--- config.mk ---
export PLATFORM = sky130hd
export DESIGN_NAME = eth_rx_fcs_check
export DESIGN_NICKNAME = d
export VERILOG_FILES = /design/src/rtl/eth_rx_fcs_check.sv
export SDC_FILE = /design/constraint.sdc
export NUM_CORES = 1
export LEC_CHECK = 0
export ABC_AREA = 1
export ABC_CLOCK_PERIOD_IN_PS = 4300
export BUFFER_PORTS_ARGS = -buffer_cell sky130_fd_sc_hd__buf_2
export CAP_MARGIN = 20
export CORE_UTILIZATION = 44
export DETAILED_ROUTE_END_ITERATION = 10
export SLEW_MARGIN = 20
export SYNTH_ARGS = -nofsm -noshare
export SYNTH_HDL_FRONTEND = slang
export SYNTH_SLANG_ARGS = --single-unit
--- constraint.sdc ---
create_clock -name clk50 -period 4.3 [get_ports clk50]
set_input_delay 0.43 -clock clk50 [delete_from_list [all_inputs] [get_ports clk50]]
set_output_delay 0.43 -clock clk50 [all_outputs]
set_load 0.01 [all_outputs]
--- src/rtl/eth_rx_fcs_check.sv ---
// Ethernet receive FCS checker: strips the trailing 4-byte FCS through a delay line and
// flags each frame for CRC-32 residue and length, with good/bad frame counters.
module eth_rx_fcs_check #(
  parameter int unsigned MIN_LEN = 64,
  parameter int unsigned MAX_LEN = 1518
) (
  input  logic        clk50,
  input  logic        rstn,
  input  logic [7:0]  in_data,
  input  logic        in_valid,
  input  logic        in_eop,
  output logic [7:0]  out_data,
  output logic        out_valid,
  output logic        out_eop,
  output logic        out_crc_ok,
  output logic        out_len_ok,
  output logic [15:0] good_count,
  output logic [15:0] bad_count
);

  localparam logic [31:0] CrcPoly    = 32'hEDB88320;
  localparam logic [31:0] CrcInit    = 32'hFFFFFFFF;
  localparam logic [31:0] CrcResidue = 32'hDEBB20E3;
  localparam logic [10:0] CntMax     = 11'd2047;

  typedef enum logic [1:0] {StIdle, StFill, StPass} state_e;

  state_e      state_q;
  logic [31:0] dly_q;
  logic [10:0] cnt_q;
  logic [31:0] crc_q;
  logic        pend_q;
  logic        pend_crc_q;
  logic        pend_len_q;

  logic [31:0] crc_seed;
  logic [31:0] crc_nx;
  logic [10:0] cnt_nx;
  logic        frame_end;
  logic        emit;
  logic        end_crc_ok;
  logic        end_len_ok;
  logic        fire;
  logic        fire_crc;
  logic        fire_len;
  logic        pend_d;
  logic        pend_crc_d;
  logic        pend_len_d;

  // Reflected CRC-32, one byte per call, LSB first.
  function automatic logic [31:0] crc_byte(input logic [31:0] crc, input logic [7:0] b);
    logic [31:0] c;
    c = crc ^ {24'h0, b};
    for (int i = 0; i < 8; i++) begin
      c = c[0] ? ((c >> 1) ^ CrcPoly) : (c >> 1);
    end
    return c;
  endfunction

  always_comb begin
    crc_seed = (state_q == StIdle) ? CrcInit : crc_q;
    crc_nx   = in_valid ? crc_byte(crc_seed, in_data) : crc_q;
    if (!in_valid) begin
      cnt_nx = cnt_q;
    end else if (state_q == StIdle) begin
      cnt_nx = 11'd1;
    end else if (cnt_q == CntMax) begin
      cnt_nx = CntMax;
    end else begin
      cnt_nx = cnt_q + 11'd1;
    end
    frame_end  = in_eop && ((state_q != StIdle) || in_valid);
    emit       = in_valid && (state_q == StPass);
    end_crc_ok = (crc_nx == CrcResidue) && (cnt_nx >= 11'd4);
    end_len_ok = ({21'd0, cnt_nx} >= MIN_LEN) && ({21'd0, cnt_nx} <= MAX_LEN);
  end

  // A frame ending on a byte that also releases payload cannot raise out_eop beside
  // out_valid, so its end-of-frame is parked one cycle in the pending slot.
  always_comb begin
    fire       = 1'b0;
    fire_crc   = 1'b0;
    fire_len   = 1'b0;
    pend_d     = pend_q;
    pend_crc_d = pend_crc_q;
    pend_len_d = pend_len_q;
    if (emit) begin
      if (frame_end) begin
        pend_d     = 1'b1;
        pend_crc_d = end_crc_ok;
        pend_len_d = end_len_ok;
      end
    end else if (pend_q) begin
      fire       = 1'b1;
      fire_crc   = pend_crc_q;
      fire_len   = pend_len_q;
      pend_d     = frame_end;
      pend_crc_d = end_crc_ok;
      pend_len_d = end_len_ok;
    end else if (frame_end) begin
      fire     = 1'b1;
      fire_crc = end_crc_ok;
      fire_len = end_len_ok;
    end
  end

  always_ff @(posedge clk50 or negedge rstn) begin
    if (!rstn) begin
      state_q    <= StIdle;
      dly_q      <= 32'h0;
      cnt_q      <= 11'd0;
      crc_q      <= CrcInit;
      pend_q     <= 1'b0;
      pend_crc_q <= 1'b0;
      pend_len_q <= 1'b0;
      out_data   <= 8'h00;
      out_valid  <= 1'b0;
      out_eop    <= 1'b0;
      out_crc_ok <= 1'b0;
      out_len_ok <= 1'b0;
      good_count <= 16'h0;
      bad_count  <= 16'h0;
    end else begin
      if (in_valid) begin
        crc_q <= crc_nx;
        cnt_q <= cnt_nx;
        dly_q <= {dly_q[23:0], in_data};
      end

      unique case (state_q)
        StIdle: begin
          if (in_valid && !in_eop) state_q <= StFill;
        end
        StFill: begin
          if (in_eop) begin
            state_q <= StIdle;
          end else if (in_valid && (cnt_nx == 11'd4)) begin
            state_q <= StPass;
          end
        end
        StPass: begin
          if (in_eop) state_q <= StIdle;
        end
        default: state_q <= StIdle;
      endcase

      out_valid <= emit;
      out_data  <= emit ? dly_q[31:24] : 8'h00;

      pend_q     <= pend_d;
      pend_crc_q <= pend_crc_d;
      pend_len_q <= pend_len_d;
      out_eop    <= fire;
      out_crc_ok <= fire && fire_crc;
      out_len_ok <= fire && fire_len;
      if (fire) begin
        if (fire_crc && fire_len) begin
          good_count <= good_count + 16'd1;
        end else begin
          bad_count <= bad_count + 16'd1;
        end
      end
    end
  end

endmodule

==> impl_results.rst <==
.. list-table::
   :header-rows: 1

   * - Metric
     - Value
   * - TNS Setup
     - 0 ns
   * - Post-synthesis to final-layout area growth
     - 14.0%
   * - Total routing usage reported by global routing
     - between 20% and 30%
   * - Standby leakage power
     - between 4 and 5 nW
   * - Routability-driven placement congestion ratio
     - roughly 0.86
   * - Critical path fanouts, max
     - 19
   * - Max VDD drop
     - around 0.3 mV
   * - Synthesis warning total
     - 0
   * - Chip Height
     - around 130 um
   * - Die footprint
     - 17800 um2
   * - Syn avg cell area
     - 7.18 um2
   * - Placement-stage cell area
     - 8040 um2
   * - Count leader, synth
     - nand2_1
   * - Number of nets at the end of the flow
     - ~1100
   * - Topmost layer with routed signal wires
     - met4
   * - Final clock period utilization by the worst path
     - a little over four fifths
   * - Setup violators final
     - 0
   * - Mapped Cells
     - 1058
   * - Most frequent cells after synthesis
     - nand2_1, inv_1, nand3_1, dfrtp_1, nor2_1
   * - Number of cells in the finished layout apart from fillers
     - between 1000 and 1500
   * - CP Data Required Time
     - ~4.6 ns
   * - Clock root buffer
     - clkbuf_16
   * - Number of buffers inserted for hold repair after clock tree synthesis
     - 1
   * - Top-Level Pins
     - 56
   * - Time the final worst path needs with I/O delays and setup
     - 3.62 ns
   * - Unrepaired setup endpoints after global routing
     - no
   * - Distinct cell type count of the synthesized netlist
     - 39
   * - Predominant post-synthesis flop cell
     - dfrtp_1
   * - Pre-CTS setup slack
     - 0.741 ns
   * - First-pass GRT wire length
     - a little over 30 mm
   * - #FFs+latches synth
     - about 120
   * - Number of synthesized flops with an enable pin
     - 0
   * - Highest clock frequency the design can meet
     - 276 MHz
   * - Leading cell types by total area after synthesis
     - dfrtp_1, nand2_1, dfstp_2
   * - Post-route DRC violation count
     - 0
   * - Total iterations of the first detailed-routing run
     - 5
   * - Final instance area
     - approximately 8700 um2
   * - Detailed route wirelength on metal3
     - a little over 800 um
   * - Number of cells in the design after placement
     - between 1000 and 1500
   * - Worst slew margin
     - a little under half
   * - Minimum setup slack among reg-to-reg paths
     - about 0.68 ns
   * - Largest net degree at the start of global routing
     - 102
   * - Status
     - completed
   * - Share of cells above drive strength 1
     - between 10% and 20%
   * - Clock Skew
     - between 0.01 and 0.015 ns
   * - Clock tree from TritonCTS
     - built
   * - Part of the Yosys area used for sequential elements
     - around two fifths
   * - Detail Route met2 WL
     - 8.28 mm
   * - Power density cells
     - 447 nW/um2
   * - Crit path kind
     - reg -> reg
   * - Final routed wire length divided by cell count
     - between 10 and 15 um
   * - Number of H-tree levels
     - 4
   * - Total routed wirelength
     - 18.6 mm
   * - Detailed-placement wirelength estimate
     - roughly 13 mm
   * - Syn_nets
     - ~1100
   * - Starting DRC count in detailed routing
     - 483
   * - Met1 WL
     - approximately 9.1 mm
   * - Hold Path Class
     - in -> reg
   * - Final antenna-violating net count
     - 0
   * - Total global routing overflow
     - 0
   * - Transition time at the pin with the least slew margin
     - ~0.80 ns
   * - Via count of the routed design
     - between 6000 and 7000
   * - Area share of the largest cell type after synthesis
     - between 30% and 40%
   * - Post-CTS Setup Inserts
     - 0
   * - Number of clock sinks
     - around 120
   * - Number of max-cap violations
     - 0
   * - Final hold violation count
     - 0
   * - Row Count
     - between 40 and 50
   * - Resized cells post-CTS
     - 0
   * - Number of antenna cells inserted
     - 0
   * - Number of I/O port buffers
     - 55
   * - Core region area
     - between 15000 and 20000 um2
   * - Endpoint arrival time on the critical path
     - 3.93 ns
   * - Number of pins exceeding their max-slew limit in the final report
     - 0
   * - Vias in the first global route
     - about 6200
   * - Cell area after synthesis
     - approximately 7600 um2
   * - Cell type with the largest total area after synthesis
     - dfrtp_1
   * - Slack of the critical path
     - around 0.68 ns
   * - Worst hold slack after final layout
     - about 0.34 ns
   * - Effective utilization at floorplan
     - 45.5%
   * - Asr flop ratio synth
     - 100%
   * - Overall die width
     - approximately 130 um
   * - Startpoint class of the critical path
     - register
   * - Endpoint kind of the worst setup timing path
     - register
   * - Maximum buffer depth of the clock tree
     - 2
   * - Fill count
     - ~1700
   * - Number of antenna violations at the first check in global routing
     - 0
   * - Clk Latency, worst-skew pair
     - 0.42 ns
   * - Vias per cell
     - between 4 and 5
   * - TritonCTS Buffers
     - 17
   * - Post-layout total power
     - between 3 and 4 mW
   * - Core occupancy in the finished layout
     - approximately half
   * - Clock transition at path regs
     - 0.06 ns
## final cells by class
| type | instances | area (um2) | area share (%) |
|---|---|---|---|
| multi-input cells | 786 | 3790 | 43.8 |
| flip-flops and latches | 124 | 3140 | 36.3 |
| inverters | 118 | 445 | 5.14 |
| clock buffers | 18 | 439 | 5.07 |
| repair buffers | 67 | 395 | 4.57 |
| well taps | 220 | 275 | 3.18 |
| clock inverters | 14 | 170 | 1.97 |
## flip-flops by register name (all words and copies together) (netlist names)
signal and count:
out_data 8, pend_crc_q 1, out_valid 1, cnt_q 11
state_q 2, good_count 16, crc_q 32, pend_q 1
out_eop 1, dly_q 32, bad_count 16, out_crc_ok 1
out_len_ok 1, pend_len_q 1
## cells by family after synthesis
group | synth area share [%]
AND/OR/NAND/NOR | 39.7
buffers and inverters | 8.68
flip-flops | 41.4
AO/OA/AOI/OAI | 5.09
XOR/XNOR | 4.61
adder cells (fa/ha/maj) | 0.494
## per-layer routing
| layer | vias up | global-route usage (%) |
|---|---|---|
| met1 | 3099 | 31.4 |
| met4 | 0 | 7.95 |
| li1 | 3420 | - |
| met3 | 29 | 4.22 |
| met2 | 157 | 33.9 |
| met5 | - | 0 |
## layout by cell type (no fill, tap or decap), types with 2 or more instances in the layout
| cell type | count |
|---|---|
| a22oi_1 | 2 |
| nor4_1 | 4 |
| bufinv_16 | 3 |
| nand2_4 | 8 |
| o21ai_1 | 6 |
| nand2_1 | 396 |
| dfrtp_1 | 92 |
| a21oi_1 | 4 |
| o22ai_1 | 2 |
| nor2_2 | 3 |
| nand4_1 | 6 |
| clkinvlp_4 | 7 |
| o21ai_0 | 49 |
| nor3_1 | 17 |
| nor2_4 | 2 |
| xor2_1 | 30 |
| nand2_2 | 47 |
| xnor2_1 | 10 |
| inv_1 | 113 |
| or2_2 | 3 |
| nand3_2 | 9 |
| clkbuf_16 | 17 |
| nand3b_1 | 7 |
| clkinv_2 | 2 |
| buf_2 | 54 |
| nor2_1 | 70 |
| nand3_1 | 99 |
| buf_12 | 2 |
| buf_4 | 10 |
| a21oi_2 | 3 |
| inv_2 | 4 |
| ha_1 | 3 |
| dfstp_2 | 32 |
## power by group
group          internal [mW]  total [mW]  switching (mW)
registers               1.38        1.48          0.0990
clock network          0.926        1.47           0.549
logic                  0.292       0.919           0.627
## final timing paths
check	startpoint	to	cells after the start
min in group asynchronous	rstn	out_data[3]	2
max in group asynchronous	rstn	crc_q[14]	3
worst min register to register	dly_q[18]	dly_q[18]	2
worst min-delay path	in_data[0]	dly_q[0]	3
worst max-delay path	state_q[1]	bad_count[5]	16
worst max register to register	state_q[1]	bad_count[5]	16
## critical path, stage by stage (launching register included)
cell and delay [ns]:
dfrtp_1 0.42, nor2_2 0.65, buf_4 0.26, buf_4 0.17, nor2_2 0.11, a22oi_1 0.37
nand3_1 0.17, nor2_1 0.14, nand2_1 0.09, nand3_1 0.13, nor2_2 0.06, nand3_1 0.10
nand2_2 0.06, nand2_2 0.30, nand2_2 0.30, nand2_1 0.13, nand2_1 0.05
(Power assumes the default switching activity.)
